$ cat config.mk
export PLATFORM = sky130hd
export DESIGN_NAME = sd_decimator_flat
export DESIGN_NICKNAME = d
export VERILOG_FILES = /design/src/rtl/sd_pkg.sv /design/src/rtl/sd_decimator_if.sv /design/src/rtl/sd_cic2_comb.sv /design/src/rtl/sd_decimator.sv /design/src/flat_wrapper.sv
export SDC_FILE = /design/constraint.sdc
export NUM_CORES = 1
export LEC_CHECK = 0
export ABC_CLOCK_PERIOD_IN_PS = 5000
export CAP_MARGIN = 20
export CORE_ASPECT_RATIO = 2
export CORE_MARGIN = 1.5
export CORE_UTILIZATION = 55
export CTS_CLUSTER_SIZE = 10
export DETAILED_ROUTE_END_ITERATION = 8
export PLACE_DENSITY = 0.73
export SYNTH_ARGS = -nofsm -noshare
export SYNTH_HDL_FRONTEND = slang
export SYNTH_SLANG_ARGS = --single-unit
$ cat constraint.sdc
create_clock -name clk -period 5 [get_ports clk]
set_input_delay 1.5 -clock clk [delete_from_list [all_inputs] [get_ports clk]]
set_output_delay 1.5 -clock clk [all_outputs]
set_load 0.01 [all_outputs]
$ cat src/rtl/sd_pkg.sv
// Shared sigma-delta definitions: bit-to-level mapping, internal width, clip bounds.
// Latency: none (constants and pure functions only).
// Backpressure: not applicable.
package sd_pkg;

  // Level carried by each bitstream symbol: 1 -> +1, 0 -> -1.
  localparam int SD_BIT_ONE  = 1;
  localparam int SD_BIT_ZERO = -1;

  // Internal CIC word width for a sinc2 filter with decimation ratio 2^osr_log2.
  function automatic int calc_w(input int osr_log2);
    return 2 * osr_log2 + 2;
  endfunction

  // Largest representable output level: 2^(2L) - 1.
  function automatic longint sat_hi(input int osr_log2);
    return (64'sd1 <<< (2 * osr_log2)) - 64'sd1;
  endfunction

  // Smallest representable output level: -2^(2L).
  function automatic longint sat_lo(input int osr_log2);
    return -(64'sd1 <<< (2 * osr_log2));
  endfunction

endpackage

$ cat src/rtl/sd_decimator_if.sv
// Bitstream-in / decimated-word-out bundle of the sigma-delta decimator.
// Latency: none (wires only).
// Backpressure: none; bs_en qualifies input bits, dout_valid qualifies output words.
interface sd_decimator_if #(
  parameter int OUTWIDTH = 16
);
  logic                       bs_en;
  logic                       bs_in;
  logic signed [OUTWIDTH-1:0] dout;
  logic                       dout_valid;
  logic                       sat;

  modport master (output bs_en, bs_in, input dout, dout_valid, sat);
  modport slave  (input bs_en, bs_in, output dout, dout_valid, sat);
endinterface

$ cat src/rtl/sd_cic2_comb.sv
// Sinc2 comb differentiator, clip to the (2L+1)-bit range and output truncation.
// Latency: 1 cycle from dec_strobe to dout/dout_valid.
// Backpressure: none; runs on every dec_strobe, dout holds between updates.
module sd_cic2_comb
  import sd_pkg::*;
#(
  parameter int OSR_LOG2 = 8,
  parameter int OUTWIDTH = 16
) (
  input  logic                             clk,
  input  logic                             reset,
  input  logic                             dec_strobe,
  input  logic                             warm_done,
  input  logic [calc_w(OSR_LOG2)-1:0]      int2,
  output logic signed [OUTWIDTH-1:0]       dout,
  output logic                             dout_valid,
  output logic                             sat
);
  localparam int W     = calc_w(OSR_LOG2);
  localparam int L2    = 2 * OSR_LOG2;
  localparam int SHIFT = L2 + 1 - OUTWIDTH;
  localparam logic signed [W-1:0] SAT_HI = W'(sat_hi(OSR_LOG2));
  localparam logic signed [W-1:0] SAT_LO = W'(sat_lo(OSR_LOG2));

  logic [W-1:0]        int2_d;
  logic [W-1:0]        c1_d;
  logic [W-1:0]        c1;
  logic [W-1:0]        c2;
  logic signed [W-1:0] c2_s;
  logic                clip_hi;
  logic                clip_lo;
  logic [L2:0]         fmt;

  // Two differentiators (mod 2^W) followed by clipping into the (2L+1)-bit range.
  always_comb begin
    c1      = int2 - int2_d;
    c2      = c1 - c1_d;
    c2_s    = signed'(c2);
    clip_hi = (c2_s > SAT_HI);
    clip_lo = (c2_s < SAT_LO);
    fmt     = c2[L2:0];
    if (clip_hi) begin
      fmt = SAT_HI[L2:0];
    end else if (clip_lo) begin
      fmt = SAT_LO[L2:0];
    end
  end

  // Advance comb delays and publish the top OUTWIDTH bits on each decimation.
  always_ff @(posedge clk or posedge reset) begin
    if (reset) begin
      int2_d     <= '0;
      c1_d       <= '0;
      dout       <= '0;
      dout_valid <= 1'b0;
      sat        <= 1'b0;
    end else begin
      dout_valid <= 1'b0;
      sat        <= 1'b0;
      if (dec_strobe) begin
        int2_d     <= int2;
        c1_d       <= c1;
        dout       <= OUTWIDTH'(fmt >> SHIFT);
        dout_valid <= warm_done;
        sat        <= warm_done & (clip_hi | clip_lo);
      end
    end
  end

endmodule

$ cat src/rtl/sd_decimator.sv
// Recovers a signed word from a 1-bit sigma-delta stream with a sinc2 CIC, ratio 2^OSR_LOG2.
// Latency: dout_valid one cycle after dec_strobe, i.e. two edges counting the R-th bit's edge.
// Backpressure: none; bs_en gaps simply pause integration, outputs never stall.
module sd_decimator
  import sd_pkg::*;
#(
  parameter int OSR_LOG2 = 8,
  parameter int OUTWIDTH = 16,
  parameter int WARMUP   = 2
) (
  input logic          clk,
  input logic          reset,
  sd_decimator_if.slave bus
);
  localparam int W = calc_w(OSR_LOG2);

  logic [W-1:0]               x;
  logic [W-1:0]               int1;
  logic [W-1:0]               int2;
  logic [W-1:0]               int1_next;
  logic [W-1:0]               int2_next;
  logic [OSR_LOG2-1:0]        cnt;
  logic                       dec_strobe;
  logic [1:0]                 warm_cnt;
  logic                       warm_done;
  logic signed [OUTWIDTH-1:0] dout;
  logic                       dout_valid;
  logic                       sat;

  // Map the incoming bit to +/-1 and chain both integrators in one cycle.
  always_comb begin
    x         = bus.bs_in ? W'(SD_BIT_ONE) : W'(SD_BIT_ZERO);
    int1_next = int1 + x;
    int2_next = int2 + int1_next;
  end

  assign warm_done = (warm_cnt == 2'(WARMUP));

  // Integrate accepted bits and flag every R-th one; wraparound is intended.
  always_ff @(posedge clk or posedge reset) begin
    if (reset) begin
      int1       <= '0;
      int2       <= '0;
      cnt        <= '0;
      dec_strobe <= 1'b0;
    end else begin
      dec_strobe <= 1'b0;
      if (bus.bs_en) begin
        int1       <= int1_next;
        int2       <= int2_next;
        cnt        <= cnt + 1'b1;
        dec_strobe <= (cnt == '1);
      end
    end
  end

  // Count decimations until the filter has flushed its start-up transient.
  always_ff @(posedge clk or posedge reset) begin
    if (reset) begin
      warm_cnt <= '0;
    end else if (dec_strobe && !warm_done) begin
      warm_cnt <= warm_cnt + 1'b1;
    end
  end

  sd_cic2_comb #(
    .OSR_LOG2 (OSR_LOG2),
    .OUTWIDTH (OUTWIDTH)
  ) u_comb (
    .clk        (clk),
    .reset      (reset),
    .dec_strobe (dec_strobe),
    .warm_done  (warm_done),
    .int2       (int2),
    .dout       (dout),
    .dout_valid (dout_valid),
    .sat        (sat)
  );

  assign bus.dout       = dout;
  assign bus.dout_valid = dout_valid;
  assign bus.sat        = sat;

endmodule

$ cat src/flat_wrapper.sv
// flat-port wrapper written by rule: the top's interface ports become plain ports
module sd_decimator_flat import sd_pkg::*;
#(
  parameter int OSR_LOG2 = 8,
  parameter int OUTWIDTH = 16,
  parameter int WARMUP   = 2
)
  (clk, reset, bus_bs_en, bus_bs_in, bus_dout, bus_dout_valid, bus_sat);
  sd_decimator_if #(.OUTWIDTH(OUTWIDTH)) bus_i ();
  input logic clk;
  input logic reset;
  input wire logic [$bits(bus_i.bs_en)-1:0] bus_bs_en;
  input wire logic [$bits(bus_i.bs_in)-1:0] bus_bs_in;
  output wire logic [$bits(bus_i.dout)-1:0] bus_dout;
  output wire logic [$bits(bus_i.dout_valid)-1:0] bus_dout_valid;
  output wire logic [$bits(bus_i.sat)-1:0] bus_sat;
  assign bus_i.bs_en = bus_bs_en;
  assign bus_i.bs_in = bus_bs_in;
  assign bus_dout = bus_i.dout;
  assign bus_dout_valid = bus_i.dout_valid;
  assign bus_sat = bus_i.sat;
  sd_decimator #(.OSR_LOG2(OSR_LOG2), .OUTWIDTH(OUTWIDTH), .WARMUP(WARMUP)) u_core (.clk(clk), .reset(reset), .bus(bus_i));
endmodule
=== Word-level counts from Yosys, hierarchy flattened ===
Index checks and enable logic that the tools add are counted.
Widths: inputs -> output; s select.

* Register bits: 101
* Word-level logic and storage cells: 30
* Input bits: 4
* Output and inout bits: 18

* Order comparisons: 2
* Eq/ne operators: 2
* Add/sub/neg operators: 6
* Bitwise gates (word level): 2
* Mux-type cells: 6
* Reduce and logical (&&, ||, !) cells: 2

{| class="wikitable"
|+ Operators with widths
! cell !! count
|-
| $add 18x18->18 || 2
|-
| $sub 18x18->18 || 2
|-
| $mux 17 || 2
|-
| $gt 18x17->1 const B || 1
|-
| $lt 18x17->1 const B || 1
|-
| $mux 18 || 1
|-
| $add 8x1->8 const B || 1
|-
| $eq 8x8->1 const B || 1
|-
| $mux 1 || 3
|-
| $add 2x1->2 const B || 1
|-
| $eq 2x2->1 const B || 1
|-
| $and 1x1->1 || 1
|-
| $logic_and 1x1->1 || 1
|-
| $logic_not 1->1 || 1
|-
| $or 1x1->1 || 1
|}

=== Longest topological paths before layout ===
Gate-level depths: netlist of the first run.

* Depth in word-level cells: 6
* Mapped depth: 21
* Depth with buffers taken out: 20

=== By module ===
From an unflattened synthesis of the first run, not the netlist that was laid out.

* Cell total of the unflattened synthesis: 792
* Area, all modules: 7457.2 um^2

{| class="wikitable"
|+ By module, submodules not included
! module !! area each (um^2) !! instances !! cells an instance
|-
| sd_cic2_comb || 4106.4 || 1 || 454
|-
| sd_decimator || 3350.7 || 1 || 338
|}

=== Worst setup path before layout of the first run ===
No wires, ideal clock.

* Kind: in2reg
* From: input port bus_bs_in
* To: register u_core.int2[17]
* Arrival: 5027 ps
* Data required time: 4877 ps
* Path buffers: 0
* Stages: 18
* Path slack: -150 ps
* Library setup time: 123 ps
* Cell sequence: inv_1 ha_1 nor2b_1 o21ai_0 a21boi_0 o21ai_0 a211oi_1 a221oi_1 xnor2_1 ha_1 and4_1 nand3_1 or3_1 nand3_1 a21o_1 a21oi_1 nand3b_1 xnor2_1

* Longest elaborated chain between the ends: 3

{| class="wikitable"
|+ Ends and longest elaborated chain
! item !! line !! text
|-
| start, declared || flat_wrapper.sv:13 || <nowiki>input wire logic [$bits(bus_i.bs_in)-1:0] bus_bs_in;</nowiki>
|-
| $mux 18 || sd_decimator.sv:32 || <nowiki>x = bus.bs_in ? W'(SD_BIT_ONE) : W'(SD_BIT_ZERO);</nowiki>
|-
| $add 18x18->18 || sd_decimator.sv:33 || <nowiki>int1_next = int1 + x;</nowiki>
|-
| net u_core.int1_next[12] || sd_decimator.sv:20 || <nowiki>logic [W-1:0] int1_next;</nowiki>
|-
| $add 18x18->18 || sd_decimator.sv:34 || <nowiki>int2_next = int2 + int1_next;</nowiki>
|-
| end signal, assigned || sd_decimator.sv:50 || <nowiki>int2 <= int2_next;</nowiki>
|-
| end, declared || sd_decimator.sv:19 || <nowiki>logic [W-1:0] int2;</nowiki>
|}

The timed path passes the listed nets, and every way through them passes these cells.
A chain may end at the register's enable or synchronous reset.

=== Final worst setup path of the first run ===
* From: register u_core.int2[0]
* To: register u_core.u_comb.dout[7]

* Longest elaborated chain between the ends: 5
* Elaborated cells on any way between the ends: 6
* Those cells by class: add/sub (2); order compare (2); mux (2)

{| class="wikitable"
|+ Ends and longest elaborated chain
! item !! line !! text
|-
| $sub 18x18->18 * || sd_cic2_comb.sv:36 || <nowiki>c1 = int2 - int2_d;</nowiki>
|-
| net u_core.u_comb.c1[6] || sd_cic2_comb.sv:27 || <nowiki>logic [W-1:0] c1;</nowiki>
|-
| $sub 18x18->18 * || sd_cic2_comb.sv:37 || <nowiki>c2 = c1 - c1_d;</nowiki>
|-
| $lt 18x17->1 || sd_cic2_comb.sv:40 || <nowiki>clip_lo = (c2_s < SAT_LO);</nowiki>
|-
| $mux 17 || sd_cic2_comb.sv:44 || <nowiki>end else if (clip_lo) begin</nowiki>
|-
| $mux 17 * || sd_cic2_comb.sv:42 || <nowiki>if (clip_hi) begin</nowiki>
|-
| end signal, assigned || sd_cic2_comb.sv:63 || <nowiki>dout <= OUTWIDTH'(fmt >> SHIFT);</nowiki>
|-
| end, declared || sd_cic2_comb.sv:15 || <nowiki>output logic signed [OUTWIDTH-1:0] dout,</nowiki>
|}

Mark *: on every way through the listed nets, which the timed path passes. The rest lies on a longest branch.

==> run_results.csv, run 1 <==
group,metric,value,unit
detailed_routing,dr.pass1.iters,4,
final_layout,layout.nets,936,
timing,hold_viol,0,
synthesis,synth_edf_count,0,
placement,place.detailed.instances,992,
detailed_routing,ant_nets,0,
setup_path,cp-end-kind,"flop",
global_routing,grt-busiest-layer,"met2",
timing,tightestPinTransition,0.701,ns
floorplan,die_y,164,um
setup_path,start_kind,"flop",
run_status,status,"completed",
setup_path,required,5.23,ns
placement,portBuffers,21,
timing,fin_crit,4.84,ns
global_routing,grt_overflow,0,
global_routing,globalRouteMet1Util,21.3,%
detailed_routing,post-route-drc-count,0,
final_layout,final_common_cell,"dfrtp_1",
clock_network,cts_tree,"yes",
synthesis,syn-instance-count,759,
synthesis,synth-seq-cells,101,
setup_path,critPathSlowestCell,"fa_1",
detailed_routing,drt_wl_total,16.3,mm
global_routing,gr-usage-met2,48.6,%
final_layout,finish.instance_area,8560,um^2
floorplan,pin_count,22,
placement,gp_congestion,0.928,
setup_path,critPathArrivalTime,5.07,ns
clock_network,cts_buffers,9,
worst_hold_path,hold_path_class,"reg2reg",
setup_path,path_buf_inv,1,
global_routing,track_usage,23.5,%
synthesis,synth_fp_nets,836,
final_layout,drive_gt1_share,20.6,%
final_layout,num-fill-cells,986,
synthesis,async_flop_share,100,%
floorplan,fp.dieW,83.3,um
setup_path,path_max_fanout,6,
clock_network,cts_buffer_depth,2,
synthesis,synth-main-ff-cell,"dfrtp_1",
global_routing,grt_pass1_wl,25.9,mm
setup_path,critical_path.cell_chain,"inv_1 -> ha_1 -> fa_1 -> nor2b_1 -> o21ai_0 -> a21boi_1 -> o21ai_0 -> nand2_1 -> xor2_1 -> ha_1 -> o21a_1 -> o211ai_1 -> o21ba_4 -> o31ai_4 -> nand3_2 -> a31oi_4 -> xnor3_2 -> maj3_1 -> mux2_2",
timing,final.setup.tns,0,ns
setup_path,slowest_delay,0.42,ns
detailed_routing,drt-initial-drc-count,231,
timing,post-route-period-util,96.7,%
timing,slew_headroom,52.9,%
clock_network,path_clk_slew,0.07,ns
detailed_routing,post_drt_wl_per_cell,16.1,um
global_routing,grt_max_degree,81,
synthesis,avgSynthCellArea,9.35,um^2
synthesis,synth_seq_area_share,35.6,%
final_layout,final_cell_mix,"dfrtp_1, buf_4, inv_1, ha_1, o21ai_0",
clock_network,clk_latency,0.35,ns
synthesis,synth_area,7090,um^2
synthesis,synth_cell_types,64,
setup_path,worstSetupPathType,"reg2reg",
setup_path,critPathTopFamily,"compound AO/OA/AOI/OAI gates",
synthesis,yosysWarnings,0,
floorplan,dieArea,13600,um^2
final_layout,utilization,68.2,%
clock_network,ctsHoldBuffers,0,
clock_network,clock-sinks,101,
timing,fin_worst_skew,0.00803,ns
final_layout,diodes,0,
floorplan,core,12600,um^2
global_routing,grt_use_met3,2.68,%
final_layout,syn2layout_area_growth,20.7,%
detailed_routing,vias,5901,
floorplan,core.rowCount,58,
detailed_routing,vias_per_cell,5.82,
timing,setup_violations,0,
job,max-cap-violations,0,
floorplan,start_util,56.5,%
placement,dpl.hpwl,12.0,mm
timing,finalMaxSlewViolations,0,
timing,fmax,0.207,GHz
timing,grt_setup_unrepaired,"no",
final_layout,instances_no_fill,1014,
clock_network,htree_levels,3,
global_routing,grt_pass1_vias,6064,
global_routing,antenna_found_initial,0,
clock_network,root_buffer,"clkbuf_16",
placement,dpl_cell_area,8080,um^2
worst register-to-register path, cell delays in order, from the launching register on:
cell and delay, ns:
dfrtp_1 0.38, inv_1 0.07, ha_1 0.21, fa_1 0.42, nor2b_1 0.15, o21ai_0 0.13, a21boi_1 0.21, o21ai_0 0.15
nand2_1 0.13, xor2_1 0.21, ha_1 0.30, o21a_1 0.15, o211ai_1 0.20, o21ba_4 0.20, o31ai_4 0.32, nand3_2 0.15
a31oi_4 0.30, xnor3_2 0.42, maj3_1 0.35, mux2_2 0.27
cells by family (layout without fill, tap and decap cells):
family,count (synthesis),in the layout,share of synthesized area (%)
AOI/OAI and AO/OA,218,218,19.7
xor gates and xnor gates,62,63,7.87
adders and majority gates,78,78,14.0
buffers and inverters,86,190,4.66
DFF,101,101,35.6
muxes,39,39,6.28
and+or+nand+nor,175,175,11.9
registers in the layout, indices dropped and copies added (netlist names):
signal / count
u_core.warm_cnt: 2
u_core.u_comb.c1_d: 18
u_core.u_comb.int2_d: 18
u_core.u_comb.sat: 1
u_core.int1: 18
u_core.dec_strobe: 1
u_core.int2: 18
u_core.u_comb.dout_valid: 1
u_core.u_comb.dout: 16
u_core.cnt: 8
cells in the mapped netlist (all sizes together), types with 5 or more instances:
cell | number | area (um^2)
a21boi | 5 | 37.5
o21ai | 62 | 310
maj3 | 5 | 52.6
ha | 69 | 863
nand2 | 56 | 210
o22ai | 5 | 31.3
and3 | 7 | 43.8
o21a | 12 | 90.1
nand3 | 11 | 60.1
a21o | 22 | 165
nand2b | 7 | 43.8
a21oi | 59 | 295
nor2b | 8 | 50.1
o21bai | 6 | 45.0
inv | 68 | 255
a211oi | 10 | 75.1
xor2 | 16 | 140
clkbuf | 15 | 56.3
nor2 | 46 | 173
mux2 | 38 | 435
a31oi | 8 | 65.1
dfrtp | 101 | 2530
xnor2 | 45 | 394
nor3 | 13 | 65.1
cell type report:
class,count,area (um^2),share of cell area [%]
flip-flops and latches,101,2530,29.5
inverters,68,262,3.06
well taps,150,188,2.19
repair buffers,106,871,10.2
clock buffers,11,253,2.95
multi-input cells,573,4410,51.6
clock inverters,5,43.8,0.512
final timing paths:
kind | start | endpoint | slack (ns) | cells past startpoint
worst max-delay path | u_core.int2[0] | u_core.u_comb.dout[7] | 0.16 | 19
worst min-delay path | u_core.warm_cnt[0] | u_core.warm_cnt[0] | 0.49 | 1
worst max register to register | u_core.int2[0] | u_core.u_comb.dout[7] | 0.16 | 19
worst min register to register | u_core.warm_cnt[0] | u_core.warm_cnt[0] | 0.49 | 1
max in group asynchronous | reset | u_core.u_comb.c1_d[7] | 2.72 | 4
min in group asynchronous | reset | u_core.u_comb.sat | 1.47 | 2
stage by stage:
stage	setup WS (ns)	hold slack [ns]
6_report	0.163	0.486
5_1_grt	0.00796	0.517
4_1_cts	0.00175	0.493
3_5_place_dp	-0.845	0.483
3_3_place_gp	-0.706	0.461
2_1_floorplan	0.00517	0.438
timing repair:
item,CTS,global route
gates cloned,0,1
setup endpoints to repair,8,17
setup buffers,2,2
pin swaps,4,10
gates resized for setup,12,17
per-layer routing:
metal / wire [um] / part of all wire [%]
met1: 6000 / 37
met5: 0 / 0
met2: 9320 / 57
met4: 768 / 4.7
met3: 238 / 1.5
Power of run 1 is not shown: default switching activity piles up to over one toggle a cycle in this logic, so the estimate is an artifact.
==> run 2, diff against run 1 <==
- CTS_CLUSTER_DIAMETER: default -> 60
- GPL_TIMING_DRIVEN: default -> 0
==> run 2 against run 1 <==
  * Sequential share of layout area grew 1.5 points
  * Highest routed layer unchanged
  * Flip-flop and latch count is the same
  * Non-clock buffer count down 55
  * Register-to-register slack better by 0.097 ns
  * Clock skew up 0.0076 ns
  * Clock-buffer cell count shrank 1
==> run_results.csv, run 2 (synthesis gave the netlist of run 1 again) <==
group,metric,value,unit
worst_hold_path,hold_path_class,"reg2reg",
clock_network,clock-sinks,101,
setup_path,critical_path.cell_chain,"buf_12 -> clkinvlp_4 -> buf_6 -> buf_12 -> ha_4 -> o21a_1 -> o21a_1 -> a21oi_2 -> o21bai_1 -> a21oi_2 -> o21bai_1 -> a21oi_2 -> xnor2_2 -> ha_1 -> and4_4 -> nand3_2 -> or3_4 -> nand3_2 -> a21o_1 -> a21oi_1 -> nand3b_1 -> xnor2_1",
placement,gp_congestion,0.885,
setup_path,critPathSlowestCell,"or3_4",
timing,grt_setup_unrepaired,"yes",
global_routing,grt_overflow,0,
floorplan,dieArea,13600,um^2
setup_path,cp_common_cell,"a21oi_2",
setup_path,ff2ff_path_depth,17,
global_routing,grt_pass1_wl,26.2,mm
setup_path,slowest_delay,0.41,ns
floorplan,die_y,164,um
setup_path,critPathArrivalTime,5.13,ns
placement,dpl.hpwl,12.3,mm
timing,hold_viol,0,
timing,fmax,0.205,GHz
final_layout,final_cell_mix,"dfrtp_1, inv_1, ha_1",
final_layout,num-fill-cells,1017,
detailed_routing,vias_per_cell,6.01,
global_routing,grt_max_degree,68,
floorplan,start_util,56.5,%
worst_hold_path,hold_start,"u_core.warm_cnt[0]",
detailed_routing,post_drt_wl_per_cell,16.8,um
timing,tightestPinTransition,0.803,ns
setup_path,path_max_fanout,8,
detailed_routing,drt_wl_total,16.1,mm
setup_path,cp-end-kind,"flop",
setup_path,worstSetupPathType,"in2reg",
timing,fin_crit,4.88,ns
detailed_routing,dr.pass1.iters,4,
setup_path,cp-startpoint,"bus_bs_in",
setup_path,start_kind,"input pin",
floorplan,pin_count,22,
final_layout,layout.nets,881,
timing,finalMaxSlewViolations,0,
placement,place.detailed.instances,931,
final_layout,instances_no_fill,958,
clock_network,cts_buffer_depth,2,
detailed_routing,vias,5760,
clock_network,cts_buffers,9,
global_routing,grt_pass1_vias,5962,
clock_network,htree_levels,3,
run_status,status,"completed",
setup_path,required,5.25,ns
setup_path,regToRegStartpoint,"u_core.int2[1]",
floorplan,core,12600,um^2
clock_network,path_clk_slew,0.08,ns
floorplan,fp.dieW,83.3,um
timing,slew_headroom,45.7,%
floorplan,core.rowCount,58,
final_layout,drive_gt1_share,14.0,%
placement,portBuffers,21,
setup_path,r2r-end,"u_core.u_comb.dout[14]",
detailed_routing,ant_nets,0,
timing,fin_worst_skew,0.0156,ns
detailed_routing,post-route-drc-count,0,
timing,post-route-period-util,97.6,%
final_layout,diodes,0,
clock_network,root_buffer,"clkbuf_16",
final_layout,final_common_cell,"dfrtp_1",
setup_path,r2r_setup_slack,0.26,ns
clock_network,clk_latency,0.36,ns
clock_network,cts_tree,"yes",
global_routing,antenna_found_initial,0,
job,max-cap-violations,0,
setup_path,endpoint,"u_core.int2[17]",
timing,setup_violations,0,
final_layout,syn2layout_area_growth,14.8,%
global_routing,track_usage,23.8,%
detailed_routing,drt-initial-drc-count,171,
[run 2: critical path, delay by kind of cell]
kind | cells | cell delay (ns)
AND/OR/NAND/NOR | 5 | 1.03
AO/OA/AOI/OAI | 9 | 1.29
adder cells (fa/ha/maj) | 2 | 0.54
XOR/XNOR | 2 | 0.29
buffers and inverters | 4 | 0.44
[run 2: worst min path at each step]
| stage | to | slack, ns | depth (start not counted) |
|---|---|---|---|
| after floorplan | u_core.cnt[7] | 0.44 | 1 |
| after global placement | u_core.cnt[7] | 0.45 | 1 |
| after detailed placement | u_core.warm_cnt[0] | 0.47 | 1 |
| after CTS | u_core.warm_cnt[0] | 0.48 | 1 |
| after global routing | u_core.cnt[7] | 0.51 | 1 |
| final | u_core.warm_cnt[0] | 0.48 | 1 |
[run 2: final cells by class]
type	count	area [um^2]	share of cell area (%)
inverter	68	262	3.21
clock buffer	10	229	2.81
buffer	18	76.3	0.937
tap	150	188	2.30
timing repair buffer	33	347	4.26
timing repair inverter	1	5.00	0.0615
sequential	101	2530	31.0
clock inverter	5	60.1	0.737
multi-input combinational	572	4450	54.6
[run 2: timing repair]
action                                  CTS  global route
gates cloned                              1             0
pin swaps                                 5            18
hold buffers                              0             0
setup buffers                             4             7
resized for setup                        17            32
endpoints found under the setup margin   29            21
[run 2: routing by layer]
layer / wire (um) / GRT usage [%]
met5: 0 / 0
met2: 9130 / 48.7
met1: 5820 / 21.4
met3: 288 / 2.27
met4: 870 / 15.5
[run 2: through the flow]
step | instance area, um^2 | hold slack, ns | setup slack [ns] | utilization [%] | setup TNS [ns]
2_1_floorplan | 7150 | 0.438 | 0.00517 | - | 0
3_3_place_gp | 7550 | 0.451 | -1.60 | 60.1 | -82.49
3_5_place_dp | 7580 | 0.469 | -1.72 | 60.3 | -20.34
4_1_cts | 7960 | 0.483 | -0.0227 | 63.4 | -0.0227
5_1_grt | 8140 | 0.510 | -0.115 | 64.9 | -0.150
6_report | 8140 | 0.477 | 0.121 | 64.9 | 0
Power of run 2 is left out for the same reason.
==> run 3, diff against run 2 <==
- CORE_ASPECT_RATIO: 2 -> 0.5
==> run 3 against run 2 <==
  * Fmax increased by 1.2%
  * Routed wire length is 8.6% lower
  * Clock skew down 0.0077 ns
  * Die area barely moved
  * Flip-flop and latch count unchanged
  * Register-to-register slack about the same
  * Hold slack worse by 0.00069 ns
  * Core utilization decreased by 0.43 points
  * Non-clock buffer count did not move
  * Critical path depth is 2 lower
  * Clock-buffer cell count is 2 higher
==> run_results.csv, run 3 (synthesis gave the netlist of run 1 again) <==
group,metric,value,unit
run_status,status,"completed",
timing,hold_viol,0,
floorplan,core.rowCount,29,
global_routing,grt_pass1_vias,5339,
detailed_routing,drt-initial-drc-count,296,
timing,setup_violations,0,
final_layout,layout.nets,881,
job,max-cap-violations,0,
final_layout,final_cell_mix,"dfrtp_1, inv_1, ha_1",
setup_path,path_buf_inv,5,
timing,fin_crit,4.82,ns
clock_network,path_clk_slew,0.07,ns
final_layout,diodes,0,
detailed_routing,drt_wl_total,14.7,mm
timing,finalMaxSlewViolations,0,
setup_path,required,5.24,ns
global_routing,grt_pass1_wl,25.0,mm
global_routing,grt_max_degree,70,
timing,grt_setup_unrepaired,"no",
detailed_routing,ant_nets,0,
placement,portBuffers,21,
detailed_routing,vias_per_cell,5.71,
setup_path,critPathSlowestCell,"ha_1",
setup_path,slowest_delay,0.37,ns
global_routing,track_usage,22.8,%
floorplan,dieArea,13600,um^2
placement,place.detailed.instances,951,
timing,post-route-period-util,96.4,%
final_layout,drive_gt1_share,13.8,%
final_layout,final_common_cell,"dfrtp_1",
worst_hold_path,hold_path_class,"reg2reg",
global_routing,antenna_found_initial,0,
setup_path,critical_path.cell_chain,"buf_6 -> clkinvlp_4 -> buf_6 -> buf_4 -> ha_1 -> a21o_1 -> a21oi_1 -> inv_1 -> a221oi_2 -> xnor2_2 -> ha_4 -> a21o_1 -> a21oi_1 -> o21bai_1 -> nor3_1 -> nand3_2 -> nand3_1 -> a21oi_1 -> nand3b_1 -> xnor2_1",
detailed_routing,post_drt_wl_per_cell,15.0,um
placement,gp_congestion,0.879,
detailed_routing,dr.pass1.iters,4,
clock_network,clk_latency,0.35,ns
setup_path,critPathTopFamily,"compound AO/OA/AOI/OAI gates",
timing,setup_slack,0.180,ns
clock_network,root_buffer,"clkbuf_16",
timing,fin_worst_skew,0.00792,ns
placement,dpl.hpwl,10.9,mm
detailed_routing,vias,5588,
floorplan,core,12600,um^2
global_routing,grt_overflow,0,
floorplan,fp.dieW,164,um
setup_path,path_max_fanout,7,
detailed_routing,post-route-drc-count,0,
timing,final.setup.tns,0,ns
floorplan,start_util,56.2,%
final_layout,instances_no_fill,979,
timing,tightestPinTransition,0.797,ns
setup_path,cp_common_cell,"a21oi_1",
floorplan,pin_count,22,
clock_network,ctsHoldBuffers,0,
clock_network,cts_tree,"yes",
timing,fmax,0.207,GHz
setup_path,critPathArrivalTime,5.06,ns
setup_path,worstSetupPathType,"in2reg",
final_layout,syn2layout_area_growth,14.7,%
final_layout,num-fill-cells,1008,
clock_network,htree_levels,3,
floorplan,die_y,83.3,um
clock_network,cts_buffer_depth,2,
setup_path,cp-end-kind,"flop",
clock_network,cts_buffers,9,
timing,slew_headroom,46.9,%
placement,place_ws,-1.41,ns
setup_path,start_kind,"input pin",
clock_network,clock-sinks,101,
[run 3: cell count changes in the layout (fill, tap and decap cells not counted), sizes merged]
| cell | change |
|---|---|
| inv | -1 |
| clkinvlp | +1 |
| clkbuf | +2 |
| bufinv | -1 |
[run 3: metrics by stage]
stage | hold slack [ns] | util (%) | cell area (um^2)
finish | 0.476 | 64.4 | 8140
global route | 0.519 | 64.4 | 8140
CTS | 0.479 | 63.1 | 7970
detailed placement | 0.464 | 60.2 | 7600
global placement | 0.455 | 60.0 | 7570
floorplan | 0.438 | - | 7150
[run 3: path summary, 6_finish.rpt]
check                              startpoint                    end  slack, ns  cells past startpoint
max reg2reg                    u_core.int2[1]  u_core.u_comb.dout[1]       0.27                     19
max                                 bus_bs_in        u_core.int2[17]       0.18                     20
min in group asynchronous               reset  u_core.u_comb.dout[8]       1.53                      2
max in group asynchronous               reset         u_core.int1[7]       2.77                      3
min                        u_core.warm_cnt[0]     u_core.warm_cnt[0]       0.48                      1
min reg2reg                u_core.warm_cnt[0]     u_core.warm_cnt[0]       0.48                      1
[run 3: area by class of cell]
class	count	area, um^2	share of cell area (%)
clock buffer	12	256	3.15
clock inverter	4	32.5	0.400
multi-input combinational	572	4440	54.6
sequential	101	2530	31.1
timing repair buffer	33	325	4.00
tap	170	213	2.61
inverter	68	262	3.21
timing repair inverter	1	5.00	0.0615
buffer	18	76.3	0.938
[run 3: per-layer routing]
metal | GRT usage, % | share of wire [%] | up-vias
li1 | - | - | 2794
met1 | 31.3 | 50 | 2677
met2 | 37.0 | 46 | 97
met3 | 3.55 | 2.7 | 20
met4 | 6.86 | 1.4 | 0
met5 | 0 | 0 | -
[run 3: repair_timing]
action	4_1_cts	5_1_grt
gates cloned	1	0
pin swaps	7	15
buffers inserted	6	5
endpoints found under the hold margin	0	0
setup endpoints to repair	21	19
resized for setup	14	32
Power of run 3 is left out for the same reason.
==> RTL change 1 (flow settings as in run 1) <==
`OUTWIDTH` is set to 16 in 4 places; all go to 32.
--- a/src/rtl/sd_decimator_if.sv
+++ b/src/rtl/sd_decimator_if.sv
@@ -4,3 +4,3 @@
 interface sd_decimator_if #(
-  parameter int OUTWIDTH = 16
+  parameter int OUTWIDTH = 32
 );
--- a/src/rtl/sd_cic2_comb.sv
+++ b/src/rtl/sd_cic2_comb.sv
@@ -7,3 +7,3 @@
   parameter int OSR_LOG2 = 8,
-  parameter int OUTWIDTH = 16
+  parameter int OUTWIDTH = 32
 ) (
--- a/src/rtl/sd_decimator.sv
+++ b/src/rtl/sd_decimator.sv
@@ -7,3 +7,3 @@
   parameter int OSR_LOG2 = 8,
-  parameter int OUTWIDTH = 16,
+  parameter int OUTWIDTH = 32,
   parameter int WARMUP   = 2
--- a/src/flat_wrapper.sv
+++ b/src/flat_wrapper.sv
@@ -4,3 +4,3 @@
   parameter int OSR_LOG2 = 8,
-  parameter int OUTWIDTH = 16,
+  parameter int OUTWIDTH = 32,
   parameter int WARMUP   = 2
Ports: changed (resized bus_dout); port bits go from 22 to 38. The function was not compared with the original's and may differ.
==> RTL change 1 against run 1 <==
  * Cell count down 10%
  * Final area down 14%
  * Synthesized area down 12%
  * Die area down 11%
  * Fmax down 0.32%
  * Setup slack worse by 16 ps
  * Hold slack worse by 13 ps
  * Sequential cell count down 16
  * Global-route usage up 0.075 points
  * Wire length down 17%
  * Largest cell class unchanged
Power is left out: the tool's default activity adds up to more than one toggle a clock period on the data nets, which glitch-free logic cannot reach.
==> RTL change 1: results (changes against run 1) <==
Timing
  • Worst-case headroom to the max-slew limit: 58.9% (was 52.9%)
  • Final worst-path setup slack: 147 ps (was 163 ps)
  • Post-Route Skew: 6.27 ps (was 8.03 ps)
  • Tightest hold margin: 473 ps (was 486 ps)

Placed design
  • Placed cells: 888 (was 992)
  • Pre-CTS WS: -754 ps (was -845 ps)
  • Placed Area: 6850 sq um (was 8080 sq um)
  • HPWL after DPL: 10300 um (was 12000 um)
  • Routability congestion estimate from global placement: 0.916 (was 0.928)

Worst setup path
  • Endpoint of the lowest-slack register-to-register path: u_core.u_comb.sat$_DFF_PP0_ (was u_core.u_comb.dout[7]$_DFFE_PP0P_)
  • Worst setup path end: u_core.int2[17]$_DFFE_PP0P_ (was u_core.u_comb.dout[7]$_DFFE_PP0P_)
  • Maximum fanout encountered on the critical timing path: 5 (was 6)
  • Startpoint of the worst register-to-register path: u_core.u_comb.int2_d[1]$_DFFE_PP0P_ (was u_core.int2[0]$_DFFE_PP0P_)

Cells and area
  • Final-layout fill cell count: 933 (was 986)
  • Relative area of non-clock buffer cells in the final design: 8.89% (was 10.2%)
  • Total non-filler cell area in the finished layout: 7350 sq um (was 8560 sq um)
  • Multi-input combinational area share: 52.5% (was 51.6%)
  • Signal buffers: 84 (was 106)
  • FF+latch area: 2130 sq um (was 2530 sq um)

Run status
  • Result of the run: finished, final reports clean (unchanged)

Global route
  • Met2 GRT Util: 44.2% (was 48.6%)
  • Met3 usage: 3.32% (was 2.68%)
  • Total Routing Usage GR: 23.6% (was 23.5%)
  • Global-route wire length before repair: 22700 um (was 25900 um)

CTS
  • Number of gates resized after CTS: 8 (was 12)

Yosys
  • Number of flip-flops and latches in the synthesized netlist: 85 (was 101)
  • Share of the yosys chip area belonging to registers: 34.0% (was 35.6%)
  • Distinct cells, synth: 62 (was 64)
  • Commonest cells in the netlist: dfrtp_1, ha_1, nand2_1, inv_1, o21ai_0 (was dfrtp_1, ha_1, inv_1, o21ai_0, a21oi_1)

Routing
  • Wire length the detailed router placed on met1: 5120 um (was 6000 um)
  • Aggregate routed wire length: 13500 um (was 16300 um)
  • Number of iterations in the first detailed-routing pass: 5 (was 4)
## RTL change 1: changes by cell type in the layout (fill, tap and decap cells not counted), moves of 13 or more
cell and change:
clkdlybuf4s50_1 -16, o21ai_0 -13, conb_1 +32, inv_1 -16
dfrtp_1 -16, a21oi_1 -15
## RTL change 1: kinds of logic after synthesis
family                   Yosys count  share of synthesized area [%]
AO/OA/AOI/OAI                    178                           18.3
AND/OR/NAND/NOR                  171                           12.7
buffers and inverters             98                           7.80
flip-flops                        85                           34.0
adder cells (fa/ha/maj)           73                           15.1
XOR/XNOR                          47                           6.58
multiplexers                      31                           5.56
other                              1                         0.0599
## RTL change 1: critical path, cell delays in order
cell and delay, ps:
clkbuf_2 140, clkinvlp_4 150, buf_4 170, ha_1 270, a21oi_1 70, nand4b_1 220, a311oi_2 340, o22ai_2 180
o31a_1 340, o21bai_1 170, a21oi_1 100, xnor2_1 250, ha_1 290, nand2_1 90, o21ai_0 100, a211oi_2 230
nor2_1 60, mux2_2 280, xor2_1 140
==> RTL change 2 (flow settings as in run 1) <==
Made on the original files. Reset style: synchronous (`reset`), changed in 3 clocked blocks.
--- a/src/rtl/sd_cic2_comb.sv
+++ b/src/rtl/sd_cic2_comb.sv
@@ -49,3 +49,3 @@
   // Advance comb delays and publish the top OUTWIDTH bits on each decimation.
-  always_ff @(posedge clk or posedge reset) begin
+  always_ff @(posedge clk) begin
     if (reset) begin
--- a/src/rtl/sd_decimator.sv
+++ b/src/rtl/sd_decimator.sv
@@ -39,3 +39,3 @@
   // Integrate accepted bits and flag every R-th one; wraparound is intended.
-  always_ff @(posedge clk or posedge reset) begin
+  always_ff @(posedge clk) begin
     if (reset) begin
@@ -57,3 +57,3 @@
   // Count decimations until the filter has flushed its start-up transient.
-  always_ff @(posedge clk or posedge reset) begin
+  always_ff @(posedge clk) begin
     if (reset) begin
Formal check against the unedited RTL: same outputs for any inputs over 10 cycles, from zero or initial values and one cycle with reset high; that may be too few to reach the edited logic, so the function may still have changed.
==> RTL change 2 against run 1 <==
  * Sequential cell count unchanged
  * Synthesized area decreased by 3.2%
  * Setup slack got worse by 73 ps
  * Highest routed layer unchanged
  * Wire length decreased by 6.4%
  * Critical path depth increased by 5
  * Final area decreased by 4.1%
Power is not shown: default switching activity piles up to over one toggle a cycle in this logic, so the estimate is an artifact.
==> RTL change 2: results (changes against run 1) <==
Placed design
  • HPWL after DPL: 11500 um (was 12000 um)
  • Quantity of I/O buffers inserted on ports: 21 (unchanged)
  • Routability congestion estimate from global placement: 0.865 (was 0.928)
  • Pre-CTS WS: -896 ps (was -845 ps)

CTS
  • Register clock-pin slew on the reported worst setup and hold paths: 70 ps (about the same)
  • Clk Tree Root Cell: clkbuf_16 (unchanged)
  • TritonCTS buffer count: 9 (unchanged)
  • Clock latency on the worst-skew pair: 340 ps
  • Maximum clock insertion buffer count: 2 (unchanged)
  • Number of H-tree levels: 3 (unchanged)

Timing
  • Worst-case headroom to the max-slew limit: 43.5% (was 52.9%)
  • Post-Route Skew: 9.12 ps (was 8.03 ps)

Hold path
  • Start point of the worst min-delay path: u_core.cnt[7]$_SDFFE_PP0P_ (was u_core.warm_cnt[0]$_DFFE_PP0P_)
  • Hold-critical path depth: 2 (was 1)
  • Hold endpoint: u_core.dec_strobe$_SDFF_PP0_ (was u_core.warm_cnt[0]$_DFFE_PP0P_)
  • Hold Path Class: reg -> reg (unchanged)

Global route
  • Global-route wire length before repair: 25100 um (was 25900 um)
  • Antenna violations before repair: 0 (unchanged)
  • Vias in the first global route: 5954 (was 6064)
  • Largest net degree at the start of global routing: 68 (was 81)
  • Total Routing Usage GR: 24.1% (was 23.5%)

Yosys
  • Commonest cells in the netlist: nor2_1, dfxtp_1, ha_1, mux2i_1, inv_1 (was dfrtp_1, ha_1, inv_1, o21ai_0, a21oi_1)
  • Synthesized Nets: 878 (was 836)
  • Cell count after synthesis: 801 (was 759)
  • Share of the yosys chip area belonging to registers: 29.4% (was 35.6%)
  • Number of synthesis warnings: 0 (unchanged)
  • Cell types with the largest area share after synthesis: dfxtp_1, ha_1, mux2i_1 (was dfrtp_1, ha_1, mux2_2)
  • Distinct cells, synth: 62 (was 64)
  • Share of synthesized registers carrying an async set or reset: 0% (was 100%)

Cells and area
  • Diodes inserted: 0 (unchanged)
  • Share of cells above drive strength 1: 16.1% (was 20.6%)
  • Final layout net count: 970 (was 936)
  • Final-layout fill cell count: 959 (was 986)

Run status
  • Result of the run: finished, final reports clean (unchanged)

Worst setup path
  • Maximum fanout encountered on the critical timing path: 5 (was 6)
  • Worst reg-to-reg path cell count: 23 (was 19)
  • Reg-to-reg slack, setup: 290 ps (was 160 ps)
  • Endpoint arrival time on the critical path: 5110 ps (was 5070 ps)
  • Endpoint of the lowest-slack register-to-register path: u_core.u_comb.dout[4]$_SDFFE_PP0P_ (was u_core.u_comb.dout[7]$_DFFE_PP0P_)
  • Startpoint of the worst register-to-register path: u_core.int2[0]$_SDFFE_PP0P_ (was u_core.int2[0]$_DFFE_PP0P_)

Routing
  • DRC marker count from the first detailed-route iteration: 131 (was 231)
  • Aggregate routed wire length: 15300 um (was 16300 um)
  • Number of vias per cell after detailed routing: 5.63 (was 5.82)
  • Number of iterations in the first detailed-routing pass: 4 (unchanged)
  • Vias after detailed routing: 5883 (was 5901)
## RTL change 2: worst max-delay path: stages
cell and delay, ps:
buf_8 90, clkinvlp_4 130, ha_4 260, nor2b_4 120, o21ai_2 160, a21boi_2 90, o21ai_2 160, a21boi_2 80
o21a_1 200, o21a_1 210, o21ai_2 140, nor2b_4 180, xnor2_2 90, ha_1 330, a21o_1 200, a21oi_2 140
nand2_1 100, a211oi_2 220, o31ai_2 120, a31oi_1 180, xnor2_1 140, nand2_1 80, xor2_1 160, nor2_1 50
## RTL change 2: worst max path at each step
stage              start                            to  slack (ps)  cells after the start
6_report       bus_bs_in  u_core.int2[17]$_SDFFE_PP0P_          90                     24
5_1_grt        bus_bs_in  u_core.int2[17]$_SDFFE_PP0P_        -180                     24
4_1_cts        bus_bs_in  u_core.int2[17]$_SDFFE_PP0P_           5                     24
3_5_place_dp   bus_bs_in  u_core.int2[17]$_SDFFE_PP0P_        -900                     24
3_3_place_gp   bus_bs_in  u_core.int2[17]$_SDFFE_PP0P_        -820                     24
2_1_floorplan  bus_bs_in  u_core.int2[17]$_SDFFE_PP0P_         -60                     23
## RTL change 2: kinds of logic (layout without fill, tap and decap cells)
logic type / count (synthesis) / count (layout) / synth area share (%)
xor+xnor: 68 / 68 / 8.89
compound gates: 157 / 157 / 15.9
fa+ha+maj: 85 / 85 / 15.6
simple gates: 235 / 235 / 15.2
flops: 101 / 101 / 29.4
mux: 69 / 69 / 10.1
buf+inv: 86 / 183 / 4.94
## RTL change 2: metal layers
| metal | track usage, % | up-vias | wire length (um) |
|---|---|---|---|
| met4 | 16.4 | 0 | 1010 |
| li1 | - | 2966 | - |
| met3 | 3.28 | 65 | 268 |
| met1 | 21.2 | 2755 | 5440 |
| met2 | 46.9 | 97 | 8560 |
| met5 | 0 | - | 0 |
## RTL change 2: through the flow
step	util (%)	area (sq um)	TNS, ps	hold WS (ps)
finish	67.3	8210	0	446
global route	67.3	8210	-636	468
CTS	66.2	8070	0	448
detailed placement	63.4	7730	-5790	438
global placement	63.4	7730	-4490	423
floorplan	-	6900	-62.7	419
## RTL change 2: area by class of cell
class / count / area, sq um / area share, %
Multi-Input combinational cell: 614 / 4620 / 56.2
Timing Repair Buffer: 106 / 866 / 10.5
Clock inverter: 4 / 31.3 / 0.381
Tap cell: 147 / 184 / 2.24
Sequential cell: 101 / 2020 / 24.6
Inverter: 61 / 233 / 2.83
Clock buffer: 12 / 256 / 3.12
## RTL change 2: timing repair
action / CTS / global route
endpoints found under the setup margin: 9 / 12
pin swaps: 8 / 25
buffers inserted: 5 / 7
resized for setup: 8 / 19
